**config.mk**
```make
export PLATFORM = sky130hd
export DESIGN_NAME = bus_sequencer_flat
export DESIGN_NICKNAME = d
export VERILOG_FILES = /design/src/rtl/bus_sequencer_if.sv /design/src/rtl/bus_sequencer.sv /design/src/flat_wrapper.sv
export SDC_FILE = /design/constraint.sdc
export NUM_CORES = 1
export LEC_CHECK = 0
export CORE_UTILIZATION = 50
export DETAILED_ROUTE_END_ITERATION = 6
export GPL_ROUTABILITY_DRIVEN = 0
export PLACE_DENSITY = 0.92
export SLEW_MARGIN = 10
export SYNTH_ARGS = -nofsm -noshare
export SYNTH_HDL_FRONTEND = slang
export SYNTH_SLANG_ARGS = --single-unit
```
**constraint.sdc**
```tcl
create_clock -name clock -period 4.8 [get_ports clock]
set_clock_uncertainty 0.2 [all_clocks]
set_input_delay 1.2 -clock clock [delete_from_list [all_inputs] [get_ports clock]]
set_output_delay 1.2 -clock clock [all_outputs]
set_load 0.005 [all_outputs]
```
**src/rtl/bus_sequencer_if.sv**
```systemverilog
// Instruction, interrupt and bus-strobe bundle between a command source and bus_sequencer.
// The transfer-type field is called xfer_type because "type" is a reserved word.
interface bus_sequencer_if #(
    parameter int ADDR_W = 8,
    parameter int NUM_IO = 2
);
    logic              instr_valid;
    logic              instr_ready;
    logic [1:0]        op;
    logic [1:0]        xfer_type;
    logic [5:0]        count;
    logic [ADDR_W-1:0] source;
    logic [ADDR_W-1:0] destination;
    logic [ADDR_W-1:0] firstempty;
    logic              busybus;
    logic [NUM_IO-1:0] io_ip;
    logic              dma_done;
    logic [ADDR_W-1:0] address;
    logic              mem_rd;
    logic              mem_wr;
    logic [NUM_IO-1:0] io_rd;
    logic [NUM_IO-1:0] io_wr;
    logic [NUM_IO-1:0] io_ack;
    logic              grant;
    logic              err;

    modport master (
        output instr_valid, op, xfer_type, count, source, destination, firstempty,
               busybus, io_ip, dma_done,
        input  instr_ready, address, mem_rd, mem_wr, io_rd, io_wr, io_ack, grant, err
    );

    modport slave (
        input  instr_valid, op, xfer_type, count, source, destination, firstempty,
               busybus, io_ip, dma_done,
        output instr_ready, address, mem_rd, mem_wr, io_rd, io_wr, io_ack, grant, err
    );
endinterface

```
**src/rtl/bus_sequencer.sv**
```systemverilog
// Instruction-driven bus sequencer: register/memory/I/O transfers, DMA and ALU bus hand-off, interrupt service.
// Define BUS_SEQ_RR_PRIORITY_EN for round-robin interrupt arbitration (default: fixed, lowest channel wins).
module bus_sequencer #(
    parameter int ADDR_W  = 8,
    parameter int NUM_IO  = 2,
    parameter int IO_BASE = 192,
    parameter int IO_SPAN = 32
) (
    input  logic           clock,
    input  logic           rst_n,
    bus_sequencer_if.slave bus
);
    typedef enum logic [2:0] {IDLE, RD, WR, DMA, ALU, IRQ_RD, IRQ_WR} state_t;

    state_t            r_state;
    logic              r_ready;
    logic [ADDR_W-1:0] r_address;
    logic [ADDR_W-1:0] r_dst;
    logic [ADDR_W-1:0] r_firstempty;
    logic              r_mem_rd;
    logic              r_mem_wr;
    logic [NUM_IO-1:0] r_io_rd;
    logic [NUM_IO-1:0] r_io_wr;
    logic [NUM_IO-1:0] r_io_ack;
    logic              r_grant;
    logic              r_err;
    logic              r_two_phase;
    logic              r_wr_io;
    logic [1:0]        r_wr_ch;
`ifdef BUS_SEQ_RR_PRIORITY_EN
    logic [1:0]        r_ptr;
    logic [1:0]        r_irq_ch;
`endif

    logic              w_ready;
    logic              w_accept;
    logic [2:0]        w_src_dec;
    logic [2:0]        w_dst_dec;
    logic              w_src_io;
    logic              w_dst_io;
    logic              w_has_rd;
    logic              w_has_wr;
    logic              w_dma;
    logic              w_bad_op;
    logic              w_bad_ep;
    logic              w_irq_hit;
    logic [1:0]        w_irq_ch;
    logic [ADDR_W-1:0] w_irq_addr;

    // Returns {hit, channel}; a miss means the address belongs to memory.
    function automatic logic [2:0] decode(input logic [ADDR_W-1:0] a);
        logic [2:0] d;
        int         av;
        av = int'(a);
        d  = 3'b000;
        for (int k = 0; k < NUM_IO; k++)
            if (av >= IO_BASE + k * IO_SPAN && av < IO_BASE + (k + 1) * IO_SPAN)
                d = {1'b1, 2'(k)};
        return d;
    endfunction

    function automatic logic [NUM_IO-1:0] onehot(input logic [1:0] ch);
        logic [NUM_IO-1:0] v;
        v = '0;
        for (int k = 0; k < NUM_IO; k++)
            if (ch == 2'(k)) v[k] = 1'b1;
        return v;
    endfunction

    assign w_ready    = r_ready && !bus.busybus;
    assign w_accept   = bus.instr_valid && w_ready;
    assign w_src_dec  = decode(bus.source);
    assign w_dst_dec  = decode(bus.destination);
    assign w_src_io   = (bus.op == 2'd1 && bus.xfer_type == 2'd3) || (bus.op == 2'd0 && bus.xfer_type == 2'd1);
    assign w_dst_io   = (bus.op == 2'd0 && bus.xfer_type == 2'd3) || (bus.op == 2'd1 && bus.xfer_type == 2'd1);
    assign w_has_rd   = (bus.op == 2'd1) || (bus.xfer_type == 2'd1);
    assign w_has_wr   = (bus.op == 2'd0) || (bus.xfer_type == 2'd1) || (bus.xfer_type == 2'd2);
    assign w_dma      = (bus.xfer_type == 2'd1 || bus.xfer_type == 2'd2) && (bus.count != 6'd0);
    assign w_bad_op   = (bus.op == 2'd0) && (bus.xfer_type == 2'd2);
    assign w_bad_ep   = (w_src_io && !w_src_dec[2]) || (w_dst_io && !w_dst_dec[2]);
    assign w_irq_addr = ADDR_W'(IO_BASE + int'(w_irq_ch) * IO_SPAN);

    // Lowest pending channel wins; round-robin then prefers the lowest channel at or above the pointer.
    always_comb begin
        w_irq_hit = |bus.io_ip;
        w_irq_ch  = 2'd0;
        for (int k = NUM_IO - 1; k >= 0; k--)
            if (bus.io_ip[k]) w_irq_ch = 2'(k);
`ifdef BUS_SEQ_RR_PRIORITY_EN
        for (int k = NUM_IO - 1; k >= 0; k--)
            if (bus.io_ip[k] && k >= int'(r_ptr)) w_irq_ch = 2'(k);
`endif
    end

    always_ff @(posedge clock) begin
        if (!rst_n) begin
            r_state      <= IDLE;
            r_ready      <= 1'b0;
            r_address    <= '0;
            r_dst        <= '0;
            r_firstempty <= '0;
            r_mem_rd     <= 1'b0;
            r_mem_wr     <= 1'b0;
            r_io_rd      <= '0;
            r_io_wr      <= '0;
            r_io_ack     <= '0;
            r_grant      <= 1'b0;
            r_err        <= 1'b0;
            r_two_phase  <= 1'b0;
            r_wr_io      <= 1'b0;
            r_wr_ch      <= 2'd0;
`ifdef BUS_SEQ_RR_PRIORITY_EN
            r_ptr        <= 2'd0;
            r_irq_ch     <= 2'd0;
`endif
        end else begin
            r_address <= '0;
            r_mem_rd  <= 1'b0;
            r_mem_wr  <= 1'b0;
            r_io_rd   <= '0;
            r_io_wr   <= '0;
            r_io_ack  <= '0;
            r_err     <= 1'b0;
            case (r_state)
                IDLE: begin
                    r_ready <= 1'b1;
                    if (w_accept) begin
                        if (bus.op[1]) begin
                            r_state <= ALU;
                            r_ready <= 1'b0;
                            r_grant <= 1'b1;
                        end else if (w_bad_op) begin
                            r_err <= 1'b1;
                        end else if (w_dma) begin
                            r_state <= DMA;
                            r_ready <= 1'b0;
                            r_grant <= 1'b1;
                        end else if (w_bad_ep) begin
                            r_err <= 1'b1;
                        end else begin
                            r_ready     <= 1'b0;
                            r_dst       <= bus.destination;
                            r_two_phase <= w_has_rd && w_has_wr;
                            r_wr_io     <= w_dst_io;
                            r_wr_ch     <= w_dst_dec[1:0];
                            if (w_has_rd) begin
                                r_state   <= RD;
                                r_address <= bus.source;
                                if (w_src_io) r_io_rd  <= onehot(w_src_dec[1:0]);
                                else          r_mem_rd <= 1'b1;
                            end else begin
                                r_state   <= WR;
                                r_address <= bus.destination;
                                if (w_dst_io) r_io_wr  <= onehot(w_dst_dec[1:0]);
                                else          r_mem_wr <= 1'b1;
                            end
                        end
                    end else if (w_ready && !bus.instr_valid && w_irq_hit) begin
                        r_state      <= IRQ_RD;
                        r_ready      <= 1'b0;
                        r_address    <= w_irq_addr;
                        r_io_rd      <= onehot(w_irq_ch);
                        r_io_ack     <= onehot(w_irq_ch);
                        r_firstempty <= bus.firstempty;
`ifdef BUS_SEQ_RR_PRIORITY_EN
                        r_irq_ch     <= w_irq_ch;
`endif
                    end
                end
                RD: begin
                    if (r_two_phase) begin
                        r_state   <= WR;
                        r_address <= r_dst;
                        if (r_wr_io) r_io_wr  <= onehot(r_wr_ch);
                        else         r_mem_wr <= 1'b1;
                    end else begin
                        r_state <= IDLE;
                        r_ready <= 1'b1;
                    end
                end
                WR: begin
                    r_state <= IDLE;
                    r_ready <= 1'b1;
                end
                DMA: begin
                    if (bus.dma_done) begin
                        r_state <= IDLE;
                        r_ready <= 1'b1;
                        r_grant <= 1'b0;
                    end
                end
                ALU: begin
                    r_state <= IDLE;
                    r_ready <= 1'b1;
                    r_grant <= 1'b0;
                end
                IRQ_RD: begin
                    r_state   <= IRQ_WR;
                    r_address <= r_firstempty;
                    r_mem_wr  <= 1'b1;
                end
                IRQ_WR: begin
                    r_state <= IDLE;
                    r_ready <= 1'b1;
`ifdef BUS_SEQ_RR_PRIORITY_EN
                    r_ptr   <= 2'((int'(r_irq_ch) + 1) % NUM_IO);
`endif
                end
                default: begin
                    r_state <= IDLE;
                    r_ready <= 1'b0;
                    r_grant <= 1'b0;
                end
            endcase
        end
    end

    assign bus.instr_ready = w_ready;
    assign bus.address     = r_address;
    assign bus.mem_rd      = r_mem_rd;
    assign bus.mem_wr      = r_mem_wr;
    assign bus.io_rd       = r_io_rd;
    assign bus.io_wr       = r_io_wr;
    assign bus.io_ack      = r_io_ack;
    assign bus.grant       = r_grant;
    assign bus.err         = r_err;
endmodule

```
**src/flat_wrapper.sv**
```systemverilog
// flat-port wrapper written by rule: the top's interface ports become plain ports
module bus_sequencer_flat 
#(
    parameter int ADDR_W  = 8,
    parameter int NUM_IO  = 2,
    parameter int IO_BASE = 192,
    parameter int IO_SPAN = 32
)
  (clock, rst_n, bus_instr_valid, bus_op, bus_xfer_type, bus_count, bus_source, bus_destination, bus_firstempty, bus_busybus, bus_io_ip, bus_dma_done, bus_instr_ready, bus_address, bus_mem_rd, bus_mem_wr, bus_io_rd, bus_io_wr, bus_io_ack, bus_grant, bus_err);
  bus_sequencer_if #(.ADDR_W(ADDR_W), .NUM_IO(NUM_IO)) bus_i ();
  input  logic clock;
  input  logic rst_n;
  input wire logic [$bits(bus_i.instr_valid)-1:0] bus_instr_valid;
  input wire logic [$bits(bus_i.op)-1:0] bus_op;
  input wire logic [$bits(bus_i.xfer_type)-1:0] bus_xfer_type;
  input wire logic [$bits(bus_i.count)-1:0] bus_count;
  input wire logic [$bits(bus_i.source)-1:0] bus_source;
  input wire logic [$bits(bus_i.destination)-1:0] bus_destination;
  input wire logic [$bits(bus_i.firstempty)-1:0] bus_firstempty;
  input wire logic [$bits(bus_i.busybus)-1:0] bus_busybus;
  input wire logic [$bits(bus_i.io_ip)-1:0] bus_io_ip;
  input wire logic [$bits(bus_i.dma_done)-1:0] bus_dma_done;
  output wire logic [$bits(bus_i.instr_ready)-1:0] bus_instr_ready;
  output wire logic [$bits(bus_i.address)-1:0] bus_address;
  output wire logic [$bits(bus_i.mem_rd)-1:0] bus_mem_rd;
  output wire logic [$bits(bus_i.mem_wr)-1:0] bus_mem_wr;
  output wire logic [$bits(bus_i.io_rd)-1:0] bus_io_rd;
  output wire logic [$bits(bus_i.io_wr)-1:0] bus_io_wr;
  output wire logic [$bits(bus_i.io_ack)-1:0] bus_io_ack;
  output wire logic [$bits(bus_i.grant)-1:0] bus_grant;
  output wire logic [$bits(bus_i.err)-1:0] bus_err;
  assign bus_i.instr_valid = bus_instr_valid;
  assign bus_i.op = bus_op;
  assign bus_i.xfer_type = bus_xfer_type;
  assign bus_i.count = bus_count;
  assign bus_i.source = bus_source;
  assign bus_i.destination = bus_destination;
  assign bus_i.firstempty = bus_firstempty;
  assign bus_i.busybus = bus_busybus;
  assign bus_i.io_ip = bus_io_ip;
  assign bus_i.dma_done = bus_dma_done;
  assign bus_instr_ready = bus_i.instr_ready;
  assign bus_address = bus_i.address;
  assign bus_mem_rd = bus_i.mem_rd;
  assign bus_mem_wr = bus_i.mem_wr;
  assign bus_io_rd = bus_i.io_rd;
  assign bus_io_wr = bus_i.io_wr;
  assign bus_io_ack = bus_i.io_ack;
  assign bus_grant = bus_i.grant;
  assign bus_err = bus_i.err;
  bus_sequencer #(.ADDR_W(ADDR_W), .NUM_IO(NUM_IO), .IO_BASE(IO_BASE), .IO_SPAN(IO_SPAN)) u_core (.clock(clock), .rst_n(rst_n), .bus(bus_i));
endmodule
```
Yosys cells after proc, flatten, opt, wreduce, memory -nomap -nowiden
Index checks and enable logic that the tools add are counted.
Word-level totals
  register bits after elaboration: 42
  input port bits: 41
  output and inout port bits: 19
  word-level logic and storage cells: 176
Cells by class
  reductions and logical operators: 45
  mux-type cells: 77
  bitwise gates (word level): 10
  $lt $le $gt $ge: 6
  add/subtract/negate cells: 1
  eq/ne operators: 22
Operators by type and width (count)
  two-way mux 8 bit: 8
  two-way mux 2 bit: 19
  two-way mux 1 bit: 33
  two-way mux 3 bit: 11
  >= comparator 8 bit, second input constant: 4
  case mux 8 bit (3 select lines): 1
  less-than comparator 8 bit, second input constant: 2
  logical AND 1 bit: 15
  case mux 3 bit (4 select lines): 1
  == test 2 x 1 -> 1 bit, second input constant: 5
  logical NOT 2 bit: 5
  inverter 1 bit: 10
  == test 3 bit, second input constant: 3
  AND reduction 3 bit: 3
  adder 8 x 6 -> 8 bit, first input constant: 1
  OR reduction 8 bit: 1
  logical OR 1 bit: 7
  == test 3 x 2 -> 1 bit, second input constant: 2
  case mux 1 bit (3 select lines): 2
  AND reduction 6 bit: 1
  nonzero test 6 bit: 1
  OR reduction 3 bit: 2
  inequality test 5 bit, second input constant: 1
  case mux 1 bit (5 select lines): 1
  other kinds (17): 22

Logic depth before layout (Yosys ltp)
  depth after elaboration: 14
  mapped depth: 7

Worst setup path before layout
Ideal clock, no wire load.
  kind: input-to-output
  start point: in bus_busybus
  end point: out bus_instr_ready
  required time: 3400 ps
  cell stages on the path: 1
  slack: 2085 ps
  arrival time: 1315 ps
  buffers on the path: 0
  path through: nor2b_1
On the way
  cells in the longest elaborated chain, start to end: 2
Ends and longest elaborated chain
  from (decl): line flat_wrapper.sv:20  | input wire logic [$bits(bus_i.busybus)-1:0] bus_busybus;
  logical NOT 1 bit: line bus_sequencer.sv:70  | assign w_ready = r_ready && !bus.busybus;
  logical AND 1 bit: line bus_sequencer.sv:70
  to (decl): line flat_wrapper.sv:23  | output wire logic [$bits(bus_i.instr_ready)-1:0] bus_instr_ready;
Every way passes these cells.

Worst setup path in the final report
Ends and elaborated chain as after synthesis.

==> summary.txt <==
Routing
  • Total iterations of the first detailed-routing run: 6
  • Wire length per cell: 16.0 um
  • Remaining DRCs: 0
  • Final WL: 5570 um
  • Initial drt markers: 280
  • DR vias: 2102
  • Routed vias/inst: 6.04
  • Post-DRT Antenna Nets: 0

Yosys
  • Post-synthesis mux area share: 9.12%
  • Post-Syn Area per Cell: 8.93 um^2
  • Top FF cell, synth: dfxtp_1
  • Syn. warnings: 0
  • Cell variety after synth: 55
  • Xor/xnor share of the synthesized area: 0.399%
  • Largest family of logic cells by synthesized area: simple AND/OR/NAND/NOR gates
  • Seq/Total Area, Yosys: 37.4%
  • Yosys reg bits: 41
  • Post-synthesis adder-cell area fraction: 1.71%
  • Post-Synth Simple-Gate Area: 24.8%
  • Post-Syn Area: 2200 um^2
  • Share of flip-flops with an asynchronous set or reset: 0%
  • Synth Area in Compound Gates: 21.7%
  • Net count after synthesis: 290
  • EDFF count, synth: 0
  • Syn Inst Count: 246

Power
  • Gate power share: 26.9%
  • Power per cell area: 298 nW/um^2
  • Internal: 0.572 mW
  • Switching power: 0.280 mW
  • Register share of total power: 45.7%
  • Leak pwr: 1.02 nW
  • Clock share of power: 27.4%
  • Sw Ratio: 32.9%
  • Peak supply drop: 0.155 mV

Final layout
  • Filler cell count: 335
  • Share of layout cells above drive strength 1: 6.71%
  • Util after Layout: 69.6%
  • # diodes: 0
  • Area Growth Syn to Fin: 30.5%
  • Nets: 341

GRT
  • First-pass GRT wire length: 8450 um
  • All-Layer GR Usage: 24.8%
  • Largest net degree at the start of global routing: 42
  • GRT overflow: 0
  • Vias in the first global route: 1781
  • Initial antenna violation count: 0

Setup path
  • Worst setup SP type: input pin
  • CP max FO: 4
  • CP endpoint kind: output pin
  • Crit Path Category: in2out
  • Critical Path AT: 2.26 ns
  • Worst EP required: 3.40 ns

Clock tree
  • Postcts setup bufs: 0
  • Clock transition at path regs: 0.08 ns
  • CTS Buf Count: 5
  • Clock sinks: 41
  • CTS root buf: clkbuf_8
  • H-tree depth: 2
  • CTS Buffer Depth: 2
  • Worst-Skew Late Latency: 0.30 ns
  • Hold-fix buffer count after cts: 0
  • CTS tree: done
  • Post-CTS Resized: 0

Floorplan
  • Core box area: 4120 um^2
  • Initial Util: 53.4%
  • Die width: 68.3 um
  • Die Area: 4660 um^2
  • Die Span Y: 68.3 um
  • Site Rows: 23
  • I/O pin count: 60

Place
  • Pre-CTS setup slack: 1.06 ns
  • # port buffers: 59
  • DP Wirelength: 3920 um

STA
  • Final setup violation count: 0
  • Unrepaired setup endpoints after global routing: false
  • Final hold vios: 0
  • Worst-Margin Slew: 0.951 ns
  • Fin worst setup slack: 1.14 ns
  • Slew headroom: 36.3%
  • Final worst path period share: 76.3%
  • Fmax: 273 MHz
  • Max-slew violation count: 0
  • Setup_tns: 0 ns
  • WHS: 0.268 ns
  • Final min period: 3.66 ns

Min path
  • Worst hold path type: reg2reg

Flow run
  • Max-cap violations: 0

Status
  • Status: completed
## state kept, by name, indices dropped and copies added (netlist names), 2 cells and up
register,cells
u_core.bus.address,8
u_core.bus.io_wr,2
u_core.r_firstempty,8
u_core.r_state,3
u_core.r_dst,8
u_core.bus.io_ack,2
u_core.bus.io_rd,2
## path summary, 6_finish.rpt
| kind | start | endpoint | slack [ns] | depth (start not counted) |
|---|---|---|---|---|
| worst max-delay path | bus_busybus | bus_instr_ready | 1.14 | 3 |
| worst min-delay path | u_core.r_dst[4] | u_core.r_dst[4] | 0.27 | 2 |
| worst max register to register | u_core.r_state[0] | u_core.r_two_phase | 2.37 | 4 |
| worst min register to register | u_core.r_dst[4] | u_core.r_dst[4] | 0.27 | 2 |
## through the flow
stage	area, um^2	total power [mW]	cells
after global routing	2870	0.895	348
after detailed placement	2780	0.619	340
after floorplan	2200	0.537	246
after global placement	2780	0.614	340
after CTS	2870	0.851	348
final	2870	0.853	348
## critical path, stage by stage
cell             delay, ns
clkdlybuf4s50_1       0.44
nor2b_1               0.12
clkdlybuf4s50_1       0.50
## power by group through the flow
stage	logic (mW)	registers [mW]	clock network, mW
3_3_place_gp	0.218	0.396	0
5_1_grt	0.247	0.393	0.255
4_1_cts	0.225	0.389	0.237
2_1_floorplan	0.153	0.384	0
6_report	0.229	0.390	0.234
3_5_place_dp	0.222	0.397	0
## cells in the final DEF, fill, tap and decap left out, types with 2 or more instances in the layout
cell type	count
a21boi_0	9
a21oi_1	10
a221oi_1	3
a22oi_1	8
a31oi_1	4
and2_1	3
and3_1	10
buf_4	2
clkbuf_8	5
clkdlybuf4s50_1	59
dfxtp_1	41
ha_1	3
inv_1	5
mux2i_1	20
nand2_1	29
nand2b_1	3
nand3_1	5
nand3b_1	3
nand4_1	2
nor2_1	11
nor2b_1	11
nor3_1	3
o2111ai_1	9
o211ai_1	2
o21ai_0	4
o31ai_1	3
## cells in the mapped netlist (5+ instances only)
master     number  area [um^2]
dfxtp_1        41          821
nand2_1        29          109
mux2i_1        20          200
clkbuf_1       11         41.3
nor2_1         11         41.3
nor2b_1        11         68.8
a21oi_1        10         50.1
and3_1         10         62.6
a21boi_0        9         67.6
o2111ai_1       9         78.8
a22oi_1         8         60.1
inv_1           5         18.8
nand3_1         5         25.0
## cells by family after synthesis
group	Yosys count
simple gates	95
buf+inv	22
fa+ha+maj	3
mux	20
flops	41
xor+xnor	1
compound gates	64
## area by class of cell
type / count / area, um^2 / share of cell area [%]
Clock buffer: 5 / 68.8 / 2.40
Clock inverter: 3 / 21.3 / 0.742
Inverter: 5 / 18.8 / 0.655
Multi-Input combinational cell: 183 / 1270 / 44.2
Sequential cell: 41 / 821 / 28.6
Tap cell: 50 / 62.6 / 2.18
Timing Repair Buffer: 61 / 606 / 21.1
## per-layer routing
metal  global-route usage, %  vias up  share of wire [%]
met1                    33.0      956                 46
met3                    5.83       11                7.8
met4                    9.11        0                1.9
li1                        -     1013                  -
met5                       0        -                  0
met2                    38.5      122                 45
Power figures use the tool's default switching activity.
